File: src/rtl/com_stream_pkg.sv
// com_stream_pkg: shared types and constants for the COM byte streamer
// Contents: stream_state_t FSM encoding, FRAME_MARKER byte, word_t data word.
package com_stream_pkg;
  typedef enum logic [2:0] {IDLE, LOAD, SETUP, STROBE, HOLD} stream_state_t;
  localparam logic [7:0] FRAME_MARKER = 8'hA5;
  typedef logic [31:0] word_t;
endpackage

File: src/rtl/com_word_fifo.sv
// com_word_fifo: DEPTH-entry word FIFO with registered full/empty flags
// Ports: clk, reset (sync, active-high), push/din write side, pop/dout read side
//        (dout shows the head word), full, empty.
// A push while full is accepted only when a pop shares the cycle; a pop while empty is ignored.
module com_word_fifo
  import com_stream_pkg::*;
#(
  parameter int DEPTH = 8
) (
  input  logic  clk,
  input  logic  reset,
  input  logic  push,
  input  logic  pop,
  input  word_t din,
  output word_t dout,
  output logic  full,
  output logic  empty
);
  localparam int AW = $clog2(DEPTH);
  word_t       r_mem [DEPTH];
  logic [AW:0] r_wr;
  logic [AW:0] r_rd;
  logic        r_full;
  logic        r_empty;
  logic        w_push;
  logic        w_pop;
  logic [AW:0] w_wr_nxt;
  logic [AW:0] w_rd_nxt;
  assign w_pop    = pop & ~r_empty;
  assign w_push   = push & (~r_full | w_pop);
  assign w_wr_nxt = r_wr + {{AW{1'b0}}, w_push};
  assign w_rd_nxt = r_rd + {{AW{1'b0}}, w_pop};
  // Extra pointer MSB separates full (MSBs differ) from empty (pointers equal).
  always_ff @(posedge clk) begin
    if (reset) begin
      r_wr    <= '0;
      r_rd    <= '0;
      r_full  <= 1'b0;
      r_empty <= 1'b1;
    end else begin
      r_wr    <= w_wr_nxt;
      r_rd    <= w_rd_nxt;
      r_full  <= (w_wr_nxt[AW] != w_rd_nxt[AW]) && (w_wr_nxt[AW-1:0] == w_rd_nxt[AW-1:0]);
      r_empty <= w_wr_nxt == w_rd_nxt;
    end
  end
  always_ff @(posedge clk) begin
    if (w_push) r_mem[r_wr[AW-1:0]] <= din;
  end
  assign dout  = r_mem[r_rd[AW-1:0]];
  assign full  = r_full;
  assign empty = r_empty;
endmodule

File: src/rtl/com_byte_streamer.sv
// com_byte_streamer: buffers COM-window load words and serialises them as strobed bytes
// Ports: clk, reset (sync, active-high); COMFlag & MemtoReg qualify capture of ReadData;
//        ReadDataOut byte with strobe clk_out; busy, stall (FIFO full), sticky overflow.
// Build option: FRAME_MARKER_EN prefixes every word with FRAME_MARKER (8'hA5).
module com_byte_streamer
  import com_stream_pkg::*;
#(
  parameter int DEPTH          = 8,
  parameter int BYTES_PER_WORD = 4,
  parameter int SETUP_CYCLES   = 2,
  parameter int STROBE_CYCLES  = 4,
  parameter int HOLD_CYCLES    = 2
) (
  input  logic        clk,
  input  logic        reset,
  input  logic        COMFlag,
  input  logic        MemtoReg,
  input  logic [31:0] ReadData,
  output logic [7:0]  ReadDataOut,
  output logic        clk_out,
  output logic        busy,
  output logic        stall,
  output logic        overflow
);
`ifdef FRAME_MARKER_EN
  localparam int NB = BYTES_PER_WORD + 1;
`else
  localparam int NB = BYTES_PER_WORD;
`endif
  stream_state_t r_state;
  word_t         r_shift;
  logic [2:0]    r_idx;
  logic [15:0]   r_cnt;
  logic [7:0]    r_data;
  logic          r_strobe;
  logic          r_ovf;
  logic          w_capture;
  logic          w_full;
  logic          w_empty;
  logic          w_pop;
  logic          w_last_byte;
  logic          w_hold_done;
  word_t         w_dout;
  assign w_capture   = COMFlag & MemtoReg;
  assign w_last_byte = r_idx == 3'(NB - 1);
  assign w_hold_done = (r_state == HOLD) && (r_cnt == 16'(HOLD_CYCLES - 1));
  // Head word is taken when idle, or when the last byte of the current word finishes its hold.
  assign w_pop       = ~w_empty & ((r_state == IDLE) | (w_hold_done & w_last_byte));
  com_word_fifo #(.DEPTH(DEPTH)) u_fifo (
    .clk  (clk),
    .reset(reset),
    .push (w_capture),
    .pop  (w_pop),
    .din  (ReadData),
    .dout (w_dout),
    .full (w_full),
    .empty(w_empty)
  );
  // The byte placed on ReadDataOut is shifted out of r_shift at the same time,
  // so r_shift[7:0] is always the next data byte still to be presented.
  always_ff @(posedge clk) begin
    if (reset) begin
      r_state  <= IDLE;
      r_shift  <= '0;
      r_idx    <= '0;
      r_cnt    <= '0;
      r_data   <= '0;
      r_strobe <= 1'b0;
      r_ovf    <= 1'b0;
    end else begin
      if (w_capture & w_full & ~w_pop) r_ovf <= 1'b1;
      case (r_state)
        IDLE: begin
          if (~w_empty) begin
            r_shift <= w_dout;
            r_idx   <= '0;
            r_state <= LOAD;
          end
        end
        LOAD: begin
`ifdef FRAME_MARKER_EN
          r_data  <= FRAME_MARKER;
`else
          r_data  <= r_shift[7:0];
          r_shift <= r_shift >> 8;
`endif
          r_cnt   <= '0;
          r_state <= SETUP;
        end
        SETUP: begin
          if (r_cnt == 16'(SETUP_CYCLES - 1)) begin
            r_cnt    <= '0;
            r_strobe <= 1'b1;
            r_state  <= STROBE;
          end else r_cnt <= r_cnt + 16'd1;
        end
        STROBE: begin
          if (r_cnt == 16'(STROBE_CYCLES - 1)) begin
            r_cnt    <= '0;
            r_strobe <= 1'b0;
            r_state  <= HOLD;
          end else r_cnt <= r_cnt + 16'd1;
        end
        HOLD: begin
          if (w_hold_done) begin
            r_cnt <= '0;
            if (!w_last_byte) begin
              r_data  <= r_shift[7:0];
              r_shift <= r_shift >> 8;
              r_idx   <= r_idx + 3'd1;
              r_state <= SETUP;
            end else if (~w_empty) begin
              r_shift <= w_dout;
              r_idx   <= '0;
              r_state <= LOAD;
            end else r_state <= IDLE;
          end else r_cnt <= r_cnt + 16'd1;
        end
        default: r_state <= IDLE;
      endcase
    end
  end
  assign ReadDataOut = r_data;
  assign clk_out     = r_strobe;
  assign busy        = ~w_empty | (r_state != IDLE);
  assign stall       = w_full;
  assign overflow    = r_ovf;
endmodule
File: config.mk
export PLATFORM = sky130hd
export DESIGN_NAME = com_byte_streamer
export DESIGN_NICKNAME = d
export VERILOG_FILES = /design/src/rtl/com_stream_pkg.sv /design/src/rtl/com_word_fifo.sv /design/src/rtl/com_byte_streamer.sv
export SDC_FILE = /design/constraint.sdc
export NUM_CORES = 1
export LEC_CHECK = 0
export ABC_AREA = 1
export CAP_MARGIN = 25
export CORE_ASPECT_RATIO = 0.5
export CORE_MARGIN = 5
export CORE_UTILIZATION = 45
export DETAILED_ROUTE_END_ITERATION = 7
export GPL_ROUTABILITY_DRIVEN = 0
export PLACE_DENSITY = 0.61
export SLEW_MARGIN = 10
export SYNTH_ARGS = -nofsm -noshare
export SYNTH_HDL_FRONTEND = slang
export SYNTH_SLANG_ARGS = --single-unit
export TNS_END_PERCENT = 50
File: constraint.sdc
create_clock -name clk -period 6.36 [get_ports clk]
set_input_delay 1.272 -clock clk [delete_from_list [all_inputs] [get_ports clk]]
set_output_delay 1.272 -clock clk [all_outputs]
set_load 0.01 [all_outputs]
Word-level counts from Yosys, hierarchy flattened
Memory sizes are Yosys's and may differ from the RTL's. A register that Yosys moved wholly into a read port is not among the register bits.
Cells that the tools add are included.
- add/sub/neg operators: 4
- eq/ne operators: 15
- mux-type cells: 28
- bitwise logic cells: 13
- reduce and logical (&&, ||, !) cells: 14
- operators with widths (kind ; number):
    two-way mux 32 bit ; 3
    one-hot mux 32 bit (3 select lines) ; 1
    one-hot mux 16 bit (4 select lines) ; 1
    two-way mux 16 bit ; 3
    two-way mux 3 bit ; 8
    adder 16 x 1 -> 16 bit, second input constant ; 1
    equality test 16 x 1 -> 1 bit, second input constant ; 1
    equality test 16 x 2 -> 1 bit, second input constant ; 1
    two-way mux 8 bit ; 2
    one-hot mux 8 bit (2 select lines) ; 1
    one-hot mux 3 bit (5 select lines) ; 1
    != test 2 bit, second input constant ; 5
    equality test 3 x 2 -> 1 bit, second input constant ; 3
    adder 4 x 1 -> 4 bit ; 2
    AND 1 bit ; 7
    one-hot mux 3 bit (2 select lines) ; 1
    AND reduction 3 bit ; 2
    nonzero test 2 bit ; 3
    nonzero test 3 bit ; 2
    two-way mux 1 bit ; 5
    equality test 4 bit ; 1
    AND reduction 2 bit ; 2
    AND reduction 4 bit ; 1
    nonzero test 4 bit ; 1
    other kinds (11) ; 16
- bits in registers: 74
- bits in writable memories: 256
- bits of input ports: 36
- output and inout bits: 12
- logic and storage cells: 86
- memories kept: 1
- memory list (name ; words ; width ; read ports ; clocked after Yosys merged registers in ; write ports ; line ; RTL):
    u_fifo.r_mem ; 8 ; 32 ; 1 ; 1 ; 1 ; com_word_fifo.sv:20 ; word_t r_mem [DEPTH];

Logic depth before layout (Yosys ltp)
- word-level depth: 11
- mapped depth: 18
- gate-level depth less buffers: 18

Hierarchy
Synthesis repeated with hierarchy kept, for this count alone.
- cell total of the unflattened synthesis: 1451
- area total of the unflattened synthesis: 14218.6 sq um
- by module, submodules not included (module ; times used ; cells each ; area an instance (sq um) ; sequential area each (sq um)):
    com_word_fifo ; 1 ; 886 ; 10640.2 ; 7887.6
    com_byte_streamer ; 1 ; 565 ; 3578.4 ; 1281.2

Worst setup path after synthesis
Ideal clock, no wire load.
- kind: in2reg
- start point: input COMFlag
- end point: memory u_fifo.r_mem[0][0] in the netlist's numbering (enable)
- setup time: 421 ps
- data arrival time: 2852 ps
- required time: 5939 ps
- setup slack: 3087 ps
- stages: 4
- buffers on the path: 0
- cells stage by stage: nand2_1 inv_1 nand2_2 nor2_1
- longest elaborated chain between the ends: 4
- RTL lines (what ; line ; RTL):
    start: declaration ; com_byte_streamer.sv:16 ; input logic COMFlag,
    AND 1 bit ; com_byte_streamer.sv:44 ; assign w_capture = COMFlag & MemtoReg;
    AND 1 bit ; com_word_fifo.sv:30 ; assign w_push = push & (~r_full | w_pop);
    two-way mux 1 bit ; com_word_fifo.sv:48 ; if (w_push) r_mem[r_wr[AW-1:0]] <= din;
    two-way mux 1 bit (implied by the code) ; com_word_fifo.sv:48 ;
    end: declaration ; com_word_fifo.sv:20 ;
Every way passes these cells.

Worst setup path after layout
- start point: register r_idx[1]
- end point: register u_fifo.r_full (netlist: u_fifo.full)
- longest elaborated chain between the ends: 10
- elaborated cells on any way between the ends: 12
- those cells by class: add/sub (2); eq/ne (3); bitwise (6); reduce/logical (1)
- RTL lines (what ; line ; RTL):
    start: declaration ; com_byte_streamer.sv:32 ; logic [2:0] r_idx;
    start signal: assignment ; com_byte_streamer.sv:110 ; r_idx <= r_idx + 3'd1;
    equality test 3 x 2 -> 1 bit ; com_byte_streamer.sv:45 ; assign w_last_byte = r_idx == 3'(NB - 1);
    AND 1 bit ; com_byte_streamer.sv:48 ; assign w_pop = ~w_empty & ((r_state == IDLE) | (w_hold_done & w_last_byte));
    bitwise OR 1 bit ; com_byte_streamer.sv:48 ;
    AND 1 bit ; com_byte_streamer.sv:48 ;
    AND 1 bit ; com_word_fifo.sv:29 ; assign w_pop = pop & ~r_empty;
    bitwise OR 1 bit ; com_word_fifo.sv:30 ;
    AND 1 bit ; com_word_fifo.sv:30 ;
    adder 4 x 1 -> 4 bit ; com_word_fifo.sv:31 ; assign w_wr_nxt = r_wr + {{AW{1'b0}}, w_push};
    named net u_fifo.w_wr_nxt[1] ; com_word_fifo.sv:27 ; logic [AW:0] w_wr_nxt;
    equality test 3 bit ; com_word_fifo.sv:43 ; r_full <= (w_wr_nxt[AW] != w_rd_nxt[AW]) && (w_wr_nxt[AW-1:0] == w_rd_nxt[AW-1:0]);
    logical AND 1 bit ; com_word_fifo.sv:43 ;
    end signal: assignment ; com_word_fifo.sv:43 ;
    end: declaration ; com_word_fifo.sv:23 ; logic r_full;
The timed path passes the listed nets, and every way through them passes these cells.
A chain may end at the register's enable or synchronous reset.

==> results_dict.tcl <==
set metrics [dict create \
    outcome "finished, final reports clean" \
    r2r_slack_ns 3.01 \
    via_per_inst 5.197 \
    intPower_w 0.003935 \
    die_area_um2 34820 \
    initial_core_util_pct 45.78 \
    synth_ff_type "edfxtp_1" \
    powerDensity_nw_per_um2 373.0 \
    yosys.area.top_type "edfxtp_1" \
    ys_seq_area_share_pct 65.75 \
    syn2layout_area_growth_pct 13.07 \
    wire_per_inst_um 17.46 \
    setup_tns_ns 0 \
    synth_edf_count 256 \
    grt.overflow.total 0 \
    rows 45 \
    first_global_vias 9200 \
    ys_types 37 \
    route.detailed.drc 0 \
    yosys_warnings 0 \
    final_util_pct 51.76 \
    nFillCells 2672 \
    power.switching_w 0.001947 \
    critPathCaptureType "flip-flop" \
    fin_area_um2 15770 \
    synth_cells 1377 \
    num_vias 9578 \
    boundaryPins 48 \
    ant_nets 0 \
    core-area_um2 30460 \
    pwr-share-comb_pct 26.4 \
    antenna_cells 0 \
    finalCritPeriodShare_pct 52.70 \
    hp-class "reg2reg" \
    ys_ff_latch 330 \
    wirelength_um 32170 \
    grt_max_degree 91 \
    required_ns 6.87 \
    finalHoldViolations 0 \
    drt-pass1-iter-count 6 \
    whs_ns 0.4554 \
    hpwlAfterDp_um 19040 \
    ys_async_sr_fraction_pct 0 \
    hold_end "overflow" \
    dpl_cell_area_um2 14840 \
    report.final.slew_viol_count 0 \
    htreeDepth 1 \
    skew_ns 0.01489 \
    synth.top_cells.by_count "nand2_1 (378), edfxtp_1 (256), nand3_1 (176)" \
    cts_sinks 330 \
    synthTopCellsByArea "edfxtp_1 (55%), dfxtp_1 (11%), nand2_1 (10%), nand3_1 (6.3%), nor2_1 (3.4%)" \
    post_cts_buffers 0 \
    fmax_mhz 298.3 \
    setup_viol 0 \
    clkTransAtPathRegs_ns 0.06 \
    cts_inserted_buffers 29 \
    worstSkewPairLatency_ns 0.57 \
    cp.arrival_ns 3.86 \
    worst_slack_ns 3.008 \
    holdCritStartpoint "overflow" \
    port_buffers 47 \
    crit_fanout 13 \
    finalNetCount 1443 \
    maxCapViolations 0 \
    clock_power_share_pct 29.6 \
    synth_area_um2 13940 \
    path_class "reg2reg" \
    synth.most_common_cell "nand2_1" \
    p_leak_nw 5.771 \
    slew_headroom_pct 31.15 \
    postSynthNetCount 1420 \
    vdd_drop_max_v 0.0001784 \
    cts_hold_buf 0 \
    antenna_found_initial 0 \
    root_buffer "clkbuf_16" \
    seqPwrFrac_pct 44.0 \
    r2r_end "u_fifo.full" \
    grt_setup_unrepaired "no" \
    post-route-min-period_ns 3.352 \
    grt_first_pass_wirelength_um 50650 \
    track_usage_pct 18.35 \
    fp.dieH_um 134.5 \
    clock_path_buffers 3 \
    cts_resized 0 \
    syn_area_per_cell_um2 10.13 \
    tightest_slew_ns 1.031 \
    switching_share_pct 33.10 \
    drt_iter0_drc 868 \
    pre_cts_slack_ns 2.497 \
    synth_top_area_share_pct 55.13 \
    rr_worst_depth 17 \
    r2r-start "r_idx[1]" \
    die_x_um 259.0 \
    start_kind "flip-flop" \
    final_layout_size_suffix_gt1_share_pct 6.901 \
    min_delay_path_depth 2 \
    cts_tree "yes" \
]
how the worst max path moves through the flow:
stage	startpoint	end	slack (ns)	cells past startpoint
finish	r_idx[1]	u_fifo.full	3.01	17
global route	r_idx[1]	u_fifo.full	2.71	17
CTS	r_idx[1]	u_fifo.full	3.00	17
detailed placement	reset	r_cnt[3]	2.50	5
global placement	reset	r_cnt[9]	2.61	5
floorplan	COMFlag	u_fifo.r_mem[0][0]	3.09	4
layer usage:
layer / GRT usage, % / vias to the layer above / wire [um]
li1: - / 4722 / -
met1: 27.36 / 4580 / 15800
met2: 27.90 / 228 / 13730
met3: 3.662 / 48 / 2008
met4: 4.450 / 0 / 637
met5: 0 / - / 0
cell type report:
type | instances | area, um2 | share of cell area (%)
flip-flops and latches | 330 | 9174 | 58.18
multi-input cells | 896 | 4145 | 26.29
clock buffers | 33 | 740.7 | 4.698
repair buffers | 62 | 688.2 | 4.364
well taps | 423 | 529.3 | 3.357
inverters | 81 | 307.8 | 1.952
clock inverters | 18 | 182.7 | 1.159
critical path, stage by stage (launching register included):
cell and delay [ns]:
dfxtp_1 0.40, ha_1 0.18, inv_1 0.07, nor2_1 0.34, nor2_4 0.10, nor2_8 0.30, nand4_1 0.22, nand2_1 0.12
nand2_2 0.26, inv_1 0.14, ha_1 0.19, ha_1 0.25, inv_1 0.08, nor2_1 0.04, nor3_1 0.19, a21boi_0 0.25
nand2_1 0.08, nor2_1 0.09
metrics by stage:
step	cells	total power [W]
6_report	1843	0.005881
3_5_place_dp	1792	0.004171
5_1_grt	1843	0.006238
3_3_place_gp	1786	0.004135
2_1_floorplan	1377	0.003782
4_1_cts	1843	0.005919
logic make-up (layout without fill, tap and decap cells):
kind of cell | after synthesis | after routing | share of synthesized area, %
xor gates and xnor gates | 8 | 8 | 0.5025
DFF | 330 | 330 | 65.75
buffers and inverters | 151 | 194 | 4.953
AOI/OAI and AO/OA | 158 | 158 | 6.146
adders and majority gates | 7 | 7 | 0.6281
and+or+nand+nor | 723 | 723 | 22.02
power groups by stage:
stage / Sequential (W) / Combinational [W] / Clock, W
after floorplan: 0.00259 / 0.00119 / 0
after global placement: 0.00263 / 0.00151 / 0
after global routing: 0.00261 / 0.00176 / 0.00187
after CTS: 0.00258 / 0.00155 / 0.00178
final: 0.00259 / 0.00155 / 0.00174
after detailed placement: 0.00263 / 0.00154 / 0
flip-flops by register name (all words and copies together), names as in the netlist:
register / count
r_idx: 3
r_state: 3
r_cnt: 16
u_fifo.full: 1
clk_out: 1
r_shift: 32
u_fifo.r_rd: 4
overflow: 1
ReadDataOut: 8
u_fifo.empty: 1
u_fifo.r_wr: 4
u_fifo.r_mem: 256
layout by cell type (no fill, tap or decap), types with 12 or more instances in the layout:
master / netlist / routed
nor2_1: 128 / 120
dfxtp_1: 74 / 72
o21ai_0: 36 / 36
clkbuf_16: 0 / 29
nand2_1: 378 / 378
o211ai_1: 13 / 13
edfxtp_1: 256 / 256
nor3_1: 12 / 12
nand3_1: 176 / 176
inv_1: 75 / 73
clkdlybuf4s50_1: 0 / 47
a21oi_1: 90 / 90
(Power assumes the default switching activity.)
